## config.mk

```make
export PLATFORM = sky130hd
export DESIGN_NAME = multicycle_controller_flat
export DESIGN_NICKNAME = d
export VERILOG_FILES = /design/src/rtl/multicycle_controller_if.sv /design/src/rtl/multicycle_controller.sv /design/src/flat_wrapper.sv
export SDC_FILE = /design/constraint.sdc
export NUM_CORES = 1
export LEC_CHECK = 0
export ABC_AREA = 1
export BUFFER_PORTS_ARGS = -buffer_cell sky130_fd_sc_hd__buf_2
export CORE_MARGIN = 8
export CORE_UTILIZATION = 57
export CTS_BUF_LIST = sky130_fd_sc_hd__clkbuf_4
export DETAILED_ROUTE_END_ITERATION = 8
export GPL_TIMING_DRIVEN = 0
export PLACE_DENSITY = 0.83
export SLEW_MARGIN = 20
export SYNTH_ARGS = -nofsm -noshare
export SYNTH_HDL_FRONTEND = slang
export SYNTH_SLANG_ARGS = --single-unit
```

## constraint.sdc

```tcl
create_clock -name clk -period 1.85 [get_ports clk]
set_input_delay 0.37 -clock clk [delete_from_list [all_inputs] [get_ports clk]]
set_output_delay 0.37 -clock clk [all_outputs]
set_load 0.03 [all_outputs]
```

## src/rtl/multicycle_controller_if.sv

```systemverilog
// Memory handshake bundle shared by instruction fetch and data access.
//   mem_req   : controller requests a memory transfer
//   MemWrite  : the request is a write
//   AdrSel    : address source, 0=PC, 1=ALUOut
//   mem_ready : memory completes the current request this cycle
interface multicycle_controller_if;
  logic mem_req;
  logic MemWrite;
  logic AdrSel;
  logic mem_ready;

  modport master (output mem_req, output MemWrite, output AdrSel, input mem_ready);
  modport slave  (input mem_req, input MemWrite, input AdrSel, output mem_ready);
endinterface

```

## src/rtl/multicycle_controller.sv

```systemverilog
// Multi-cycle instruction sequencer for a shared-memory RV-style datapath.
// Walks each instruction through fetch/decode/execute/memory/write-back,
// drives every datapath select and write enable, raises Done on HALT_OP and
// counts retired instructions.
// Ports:
//   clk, rst      : clock, synchronous active-high reset
//   mem           : memory handshake (master side)
//   Op, F3        : opcode and ALU function from the instruction register
//   Zero, SignBit : ALU result flags used for branch resolution
//   IrWrite, PcWrite, PcSrc, RegWrite, AluSrcA, AluSrcB, AluIn,
//   ResultSel, ImmSel : datapath controls
//   Done          : halted
//   InstrCount    : retired-instruction counter
module multicycle_controller (
  input  logic                           clk,
  input  logic                           rst,
  multicycle_controller_if.master        mem,
  input  logic [6:0]                     Op,
  input  logic [2:0]                     F3,
  input  logic                           Zero,
  input  logic                           SignBit,
  output logic                           IrWrite,
  output logic                           PcWrite,
  output logic                           PcSrc,
  output logic                           RegWrite,
  output logic [1:0]                     AluSrcA,
  output logic [1:0]                     AluSrcB,
  output logic [2:0]                     AluIn,
  output logic [1:0]                     ResultSel,
  output logic [2:0]                     ImmSel,
  output logic                           Done,
  output logic [31:0]                    InstrCount
);

  localparam int unsigned CNT_W = 32;

  localparam logic [6:0] OP_R    = 7'd0;
  localparam logic [6:0] OP_LW   = 7'd1;
  localparam logic [6:0] OP_ADDI = 7'd2;
  localparam logic [6:0] OP_XORI = 7'd3;
  localparam logic [6:0] OP_ORI  = 7'd4;
  localparam logic [6:0] OP_SLTI = 7'd5;
  localparam logic [6:0] OP_JALR = 7'd6;
  localparam logic [6:0] OP_SW   = 7'd7;
  localparam logic [6:0] OP_JAL  = 7'd8;
  localparam logic [6:0] OP_BEQ  = 7'd9;
  localparam logic [6:0] OP_BNE  = 7'd10;
  localparam logic [6:0] OP_BLT  = 7'd11;
  localparam logic [6:0] OP_BGE  = 7'd12;
  localparam logic [6:0] OP_LUI  = 7'd13;
  localparam logic [6:0] HALT_OP = 7'h7F;

  localparam logic [2:0] ALU_ADD = 3'b000;
  localparam logic [2:0] ALU_SUB = 3'b001;

  typedef enum logic [3:0] {
    FETCH, DECODE, EX_R, EX_I, MEM_ADR, MEM_RD, MEM_WR,
    WB_ALU, WB_MEM, BRANCH, JAL, JALR, LUI, DONE
  } state_t;

  state_t                 state_q, state_d;
  logic [CNT_W-1:0]       count_q;
  logic                   mem_req;
  logic                   mem_write;
  logic                   adr_sel;
  logic                   taken;

  // State register; reset restarts at FETCH.
  always_ff @(posedge clk) begin
    if (rst) state_q <= FETCH;
    else     state_q <= state_d;
  end

  // Retire counter: one tick per entry into FETCH from another state.
  always_ff @(posedge clk) begin
    if (rst)
      count_q <= '0;
    else if (state_q != FETCH && state_d == FETCH)
      count_q <= count_q + CNT_W'(1);
  end

  // Branch condition for the four branch opcodes.
  always_comb begin
    taken = 1'b0;
    case (Op)
      OP_BEQ:  taken = Zero;
      OP_BNE:  taken = ~Zero;
      OP_BLT:  taken = SignBit;
      OP_BGE:  taken = ~SignBit;
      default: taken = 1'b0;
    endcase
  end

  // Immediate format is decoded from Op regardless of state.
  always_comb begin
    ImmSel = 3'b000;
    case (Op)
      OP_SW:                         ImmSel = 3'b001;
      OP_BEQ, OP_BNE, OP_BLT, OP_BGE: ImmSel = 3'b010;
      OP_JAL:                        ImmSel = 3'b011;
      OP_LUI:                        ImmSel = 3'b100;
      default:                       ImmSel = 3'b000;
    endcase
  end

  // Next-state and Moore controls.
  always_comb begin
    state_d   = state_q;
    mem_req   = 1'b0;
    mem_write = 1'b0;
    adr_sel   = 1'b0;
    IrWrite   = 1'b0;
    PcWrite   = 1'b0;
    PcSrc     = 1'b0;
    RegWrite  = 1'b0;
    AluSrcA   = 2'b00;
    AluSrcB   = 2'b00;
    AluIn     = ALU_ADD;
    ResultSel = 2'b00;
    Done      = 1'b0;

    case (state_q)
      FETCH: begin
        mem_req = 1'b1;
        AluSrcB = 2'b10;
        if (mem.mem_ready) begin
          IrWrite = 1'b1;
          PcWrite = 1'b1;
          state_d = DECODE;
        end
      end
      DECODE: begin
        // Latch branch/JAL target (OldPC + Imm) into ALUOut.
        AluSrcA = 2'b01;
        AluSrcB = 2'b01;
        case (Op)
          OP_R:                                  state_d = EX_R;
          OP_ADDI, OP_XORI, OP_ORI, OP_SLTI:     state_d = EX_I;
          OP_LW, OP_SW:                          state_d = MEM_ADR;
          OP_JALR:                               state_d = JALR;
          OP_JAL:                                state_d = JAL;
          OP_BEQ, OP_BNE, OP_BLT, OP_BGE:        state_d = BRANCH;
          OP_LUI:                                state_d = LUI;
          HALT_OP:                               state_d = DONE;
          default:                               state_d = FETCH;
        endcase
      end
      EX_R: begin
        AluSrcA = 2'b10;
        AluIn   = F3;
        state_d = WB_ALU;
      end
      EX_I: begin
        AluSrcA = 2'b10;
        AluSrcB = 2'b01;
        AluIn   = F3;
        state_d = WB_ALU;
      end
      WB_ALU: begin
        RegWrite = 1'b1;
        state_d  = FETCH;
      end
      MEM_ADR: begin
        AluSrcA = 2'b10;
        AluSrcB = 2'b01;
        state_d = (Op == OP_SW) ? MEM_WR : (Op == OP_LW) ? MEM_RD : FETCH;
      end
      MEM_RD: begin
        mem_req = 1'b1;
        adr_sel = 1'b1;
        if (mem.mem_ready) state_d = WB_MEM;
      end
      WB_MEM: begin
        RegWrite  = 1'b1;
        ResultSel = 2'b01;
        state_d   = FETCH;
      end
      MEM_WR: begin
        mem_req   = 1'b1;
        mem_write = 1'b1;
        adr_sel   = 1'b1;
        if (mem.mem_ready) state_d = FETCH;
      end
      BRANCH: begin
        AluSrcA = 2'b10;
        AluIn   = ALU_SUB;
        PcSrc   = 1'b1;
        PcWrite = taken;
        state_d = FETCH;
      end
      JAL: begin
        RegWrite  = 1'b1;
        ResultSel = 2'b11;
        PcWrite   = 1'b1;
        PcSrc     = 1'b1;
        state_d   = FETCH;
      end
      JALR: begin
        // rd gets the not-yet-updated PC as the return address.
        AluSrcA   = 2'b10;
        AluSrcB   = 2'b01;
        PcWrite   = 1'b1;
        RegWrite  = 1'b1;
        ResultSel = 2'b11;
        state_d   = FETCH;
      end
      LUI: begin
        AluSrcA   = 2'b11;
        AluSrcB   = 2'b01;
        RegWrite  = 1'b1;
        ResultSel = 2'b10;
        state_d   = FETCH;
      end
      DONE: begin
        Done = 1'b1;
      end
      default: state_d = FETCH;
    endcase

    // Reset cycle: suppress every write/request so an abandoned instruction has no effect.
    if (rst) begin
      mem_req   = 1'b0;
      mem_write = 1'b0;
      adr_sel   = 1'b0;
      IrWrite   = 1'b0;
      PcWrite   = 1'b0;
      PcSrc     = 1'b0;
      RegWrite  = 1'b0;
      AluSrcA   = 2'b00;
      AluSrcB   = 2'b00;
      AluIn     = ALU_ADD;
      ResultSel = 2'b00;
      Done      = 1'b0;
    end
  end

  assign mem.mem_req  = mem_req;
  assign mem.MemWrite = mem_write;
  assign mem.AdrSel   = adr_sel;
  assign InstrCount   = rst ? '0 : count_q;

endmodule

```

## src/flat_wrapper.sv

```systemverilog
// flat-port wrapper written by rule: the top's interface ports become plain ports
module multicycle_controller_flat 
  (clk, rst, Op, F3, Zero, SignBit, IrWrite, PcWrite, PcSrc, RegWrite, AluSrcA, AluSrcB, AluIn, ResultSel, ImmSel, Done, InstrCount, mem_mem_req, mem_MemWrite, mem_AdrSel, mem_mem_ready);
  multicycle_controller_if mem_i ();
  input  logic clk;
  input  logic rst;
  input  logic [6:0] Op;
  input  logic [2:0] F3;
  input  logic Zero;
  input  logic SignBit;
  output logic IrWrite;
  output logic PcWrite;
  output logic PcSrc;
  output logic RegWrite;
  output logic [1:0] AluSrcA;
  output logic [1:0] AluSrcB;
  output logic [2:0] AluIn;
  output logic [1:0] ResultSel;
  output logic [2:0] ImmSel;
  output logic Done;
  output logic [31:0] InstrCount;
  output wire logic [$bits(mem_i.mem_req)-1:0] mem_mem_req;
  output wire logic [$bits(mem_i.MemWrite)-1:0] mem_MemWrite;
  output wire logic [$bits(mem_i.AdrSel)-1:0] mem_AdrSel;
  input wire logic [$bits(mem_i.mem_ready)-1:0] mem_mem_ready;
  assign mem_mem_req = mem_i.mem_req;
  assign mem_MemWrite = mem_i.MemWrite;
  assign mem_AdrSel = mem_i.AdrSel;
  assign mem_i.mem_ready = mem_mem_ready;
  multicycle_controller u_core (.clk(clk), .rst(rst), .mem(mem_i), .Op(Op), .F3(F3), .Zero(Zero), .SignBit(SignBit), .IrWrite(IrWrite), .PcWrite(PcWrite), .PcSrc(PcSrc), .RegWrite(RegWrite), .AluSrcA(AluSrcA), .AluSrcB(AluSrcB), .AluIn(AluIn), .ResultSel(ResultSel), .ImmSel(ImmSel), .Done(Done), .InstrCount(InstrCount));
endmodule
```

==> results.sh <==
export IMPL_pin_count=67
export IMPL_drive_gt1_share_pct=32.03
export IMPL_synth_fp_nets=579
export IMPL_synth_top_flop_cell="dfxtp_1"
export IMPL_num_antenna_cells=0
export IMPL_vias=4268
export IMPL_syn_area_um2=3012
export IMPL_synth_top_area_cell="dfxtp_1"
export IMPL_r2r_slack_ns=-0.22
export IMPL_grt_pass1_vias=3656
export IMPL_min_path_type="input pin to flip-flop"
export IMPL_route_detailed_drc=0
export IMPL_skew_ns=0.01837
export IMPL_dp_final_hpwl_um=6610
export IMPL_crit_path_end_kind="flip-flop"
export IMPL_pre_cts_slack_ns=-0.2662
export IMPL_async_reset_ff_share_pct=0
export IMPL_numPlacedInstances=698
export IMPL_yosys_register_bits=36
export IMPL_crit_start="u_core.state_q[2]"
export IMPL_wire_per_inst_um=15.97
export IMPL_synth_cells=563
export IMPL_min_delay_path_depth=3
export IMPL_synth_top_cells_by_count="nand2_1 (133), nor2_1 (129), inv_1 (102)"
export IMPL_clock_sinks=36
export IMPL_worstMarginPinSlew_ns=0.5016
export IMPL_hold_buffers=0
export IMPL_initial_core_util_pct=58.97
export IMPL_cp_arrival_ns=2.39
export IMPL_synthTopCellsByArea="dfxtp_1 (24%), nand2_1 (17%), nor2_1 (16%)"
export IMPL_first_pass_iters=7
export IMPL_syn_area_per_cell_um2=5.349
export IMPL_fin_area_um2=4387
export IMPL_cp_max_fo=10
export IMPL_path_clk_slew_ns=0.14
export IMPL_whs_ns=0.4832
export IMPL_finalHoldViolCount=0
export IMPL_rr_startpoint="u_core.state_q[2]"
export IMPL_power_density_nw_per_um2=435.2
export IMPL_antenna_found_initial=0
export IMPL_reg2reg_to="u_core.count_q[24]"
export IMPL_grt_max_degree=12
export IMPL_crit_type="flip-flop to flip-flop"
export IMPL_p_leak_nw=2.129
export IMPL_slew_violations=0
export IMPL_htreeDepth=2
export IMPL_drtIter0Drc=400
export IMPL_cts_tree="done"
export IMPL_nNetsFinal=680
export IMPL_dieArea_um2=7866
export IMPL_relSlewSlack_pct=66.56
export IMPL_rows=26
export IMPL_io_buffers=65
export IMPL_max_clock_freq_mhz=483.2
export IMPL_yosysTopAreaCellShare_pct=23.93
export IMPL_period_share_pct=111.9
export IMPL_drv_cap=0
export IMPL_drt_wl_total_um=11740
export IMPL_root_buffer="clkbuf_4"
export IMPL_place_gp_congestion=0.9389
export IMPL_status="finished with violations"
export IMPL_cts_path_max_buffers=2
export IMPL_setup_violations=46
export IMPL_fin_ws_ns=-0.2196
export IMPL_placed_area_um2=3431
export IMPL_ys_warn_count=0
export IMPL_grt_total_usage_pct=24.59
export IMPL_numCtsBuffers=5
export IMPL_critical_path_required_ns=2.17
export IMPL_hp_start="mem_mem_ready"
export IMPL_die_w_um=88.69
export IMPL_stdcell_count=735
export IMPL_grt_pass1_wl_um=15780
export IMPL_synth_most_common_cell="nand2_1"
export IMPL_coreArea_um2=5107
export IMPL_ys_seq_area_share_pct=23.93
export IMPL_synth_edff_count=0
export IMPL_peakVddDrop_mv=0.2840
export IMPL_cp_start_kind="flip-flop"
export IMPL_ant_nets=0
export IMPL_rsz0062_at_grt="yes"
export IMPL_ff2ff_path_depth=13
export IMPL_area_growth_pct=45.66
export IMPL_num_fill_cells=299
export IMPL_grt_overflow=0
export IMPL_die_h_um=88.69
export IMPL_fin_crit_ns=2.070
export IMPL_hold_end="u_core.state_q[0]"
export IMPL_violations="negative setup slack"
export IMPL_via_per_inst=5.807
export IMPL_insertion_delay_ns=0.37
export IMPL_ys_types=26
critical path: stages, from the launching register on:
cell and delay [ns]:
dfxtp_4 0.41, nand2_1 0.18, nor2_1 0.12, nor2_2 0.14, nand3_1 0.10, nor2_1 0.18
nand2_1 0.13, nor2_4 0.12, buf_12 0.14, buf_6 0.16, nand3_1 0.10, nand2_1 0.09
inv_1 0.05, nor2_1 0.11
area by class of cell:
type                    instances  area [um2]  area share [%]
inverters                     107       412.9           9.412
well taps                      70       87.58           1.997
repair buffers                 94       742.0           16.91
clock inverters                 2       11.26          0.2567
flip-flops and latches         36       739.5           16.86
plain buffers                  24       226.5           5.163
clock buffers                   6       45.04           1.027
multi-input cells             396        2122           48.37
flip-flops by register name, indices dropped and copies added (netlist names):
name	cells
u_core.count_q	32
u_core.state_q	4
how the worst max path moves through the flow:
stage,slack (ns),endpoint,cells past startpoint
after floorplan,0.03,PcWrite,8
final,-0.22,u_core.count_q[24],13
after global placement,-0.25,PcWrite,10
after CTS,-0.04,PcWrite,7
after global routing,-0.29,u_core.count_q[24],13
after detailed placement,-0.27,u_core.count_q[24],14
power by group:
part | internal [W] | total [W] | leakage (nW) | switching, W
combinational | 0.000278 | 0.000633 | 1.80 | 0.000354
sequential | 0.000781 | 0.000798 | 0.295 | 0.0000171
clock | 0.000160 | 0.000478 | 0.0293 | 0.000318
through the flow:
step | util, % | TNS, ns | power, W
after floorplan | - | 0 | 0.001065
after global placement | 67.17 | -6.630 | 0.001166
after detailed placement | 67.17 | -7.882 | 0.001170
after CTS | 75.62 | -0.2161 | 0.001716
after global routing | 85.89 | -9.686 | 0.001970
final | 85.89 | -5.983 | 0.001909
cells in the final DEF, fill, tap and decap left out, types with 5 or more instances in the layout:
cell / instances
inv_2: 11
nor2_2: 9
nand2_1: 126
nor2_4: 17
buf_6: 17
nor3_1: 10
nor2_1: 106
nand4_1: 41
buf_4: 27
clkbuf_4: 6
buf_8: 6
a21oi_2: 5
nand2_2: 6
clkbuf_16: 6
inv_1: 92
nand3_2: 22
dfxtp_1: 29
clkbuf_1: 5
nand3_1: 27
buf_2: 52
cell families after synthesis:
| logic type | Yosys count | synth area share [%] |
|---|---|---|
| buffers and inverters | 131 | 17.91 |
| and+or+nand+nor | 374 | 53.80 |
| adders and majority gates | 1 | 0.4154 |
| DFF | 36 | 23.93 |
| xor gates and xnor gates | 1 | 0.2909 |
| AOI/OAI and AO/OA | 20 | 3.656 |
what timing repair did:
action | 4_1_cts | 5_1_grt
endpoints found under the hold margin | 0 | 0
buffers inserted | 15 | 8
gates resized for setup | 82 | 94
setup endpoints to repair | 46 | 67
pin swaps | 14 | 58
cloned | 0 | 6
metal layers:
layer	part of all wire, %	track usage, %
met1	37	29.59
met2	47	42.12
met4	5.1	9.831
met3	11	3.993
met5	0	0
No activity file was read; power rests on OpenSTA's default activity.
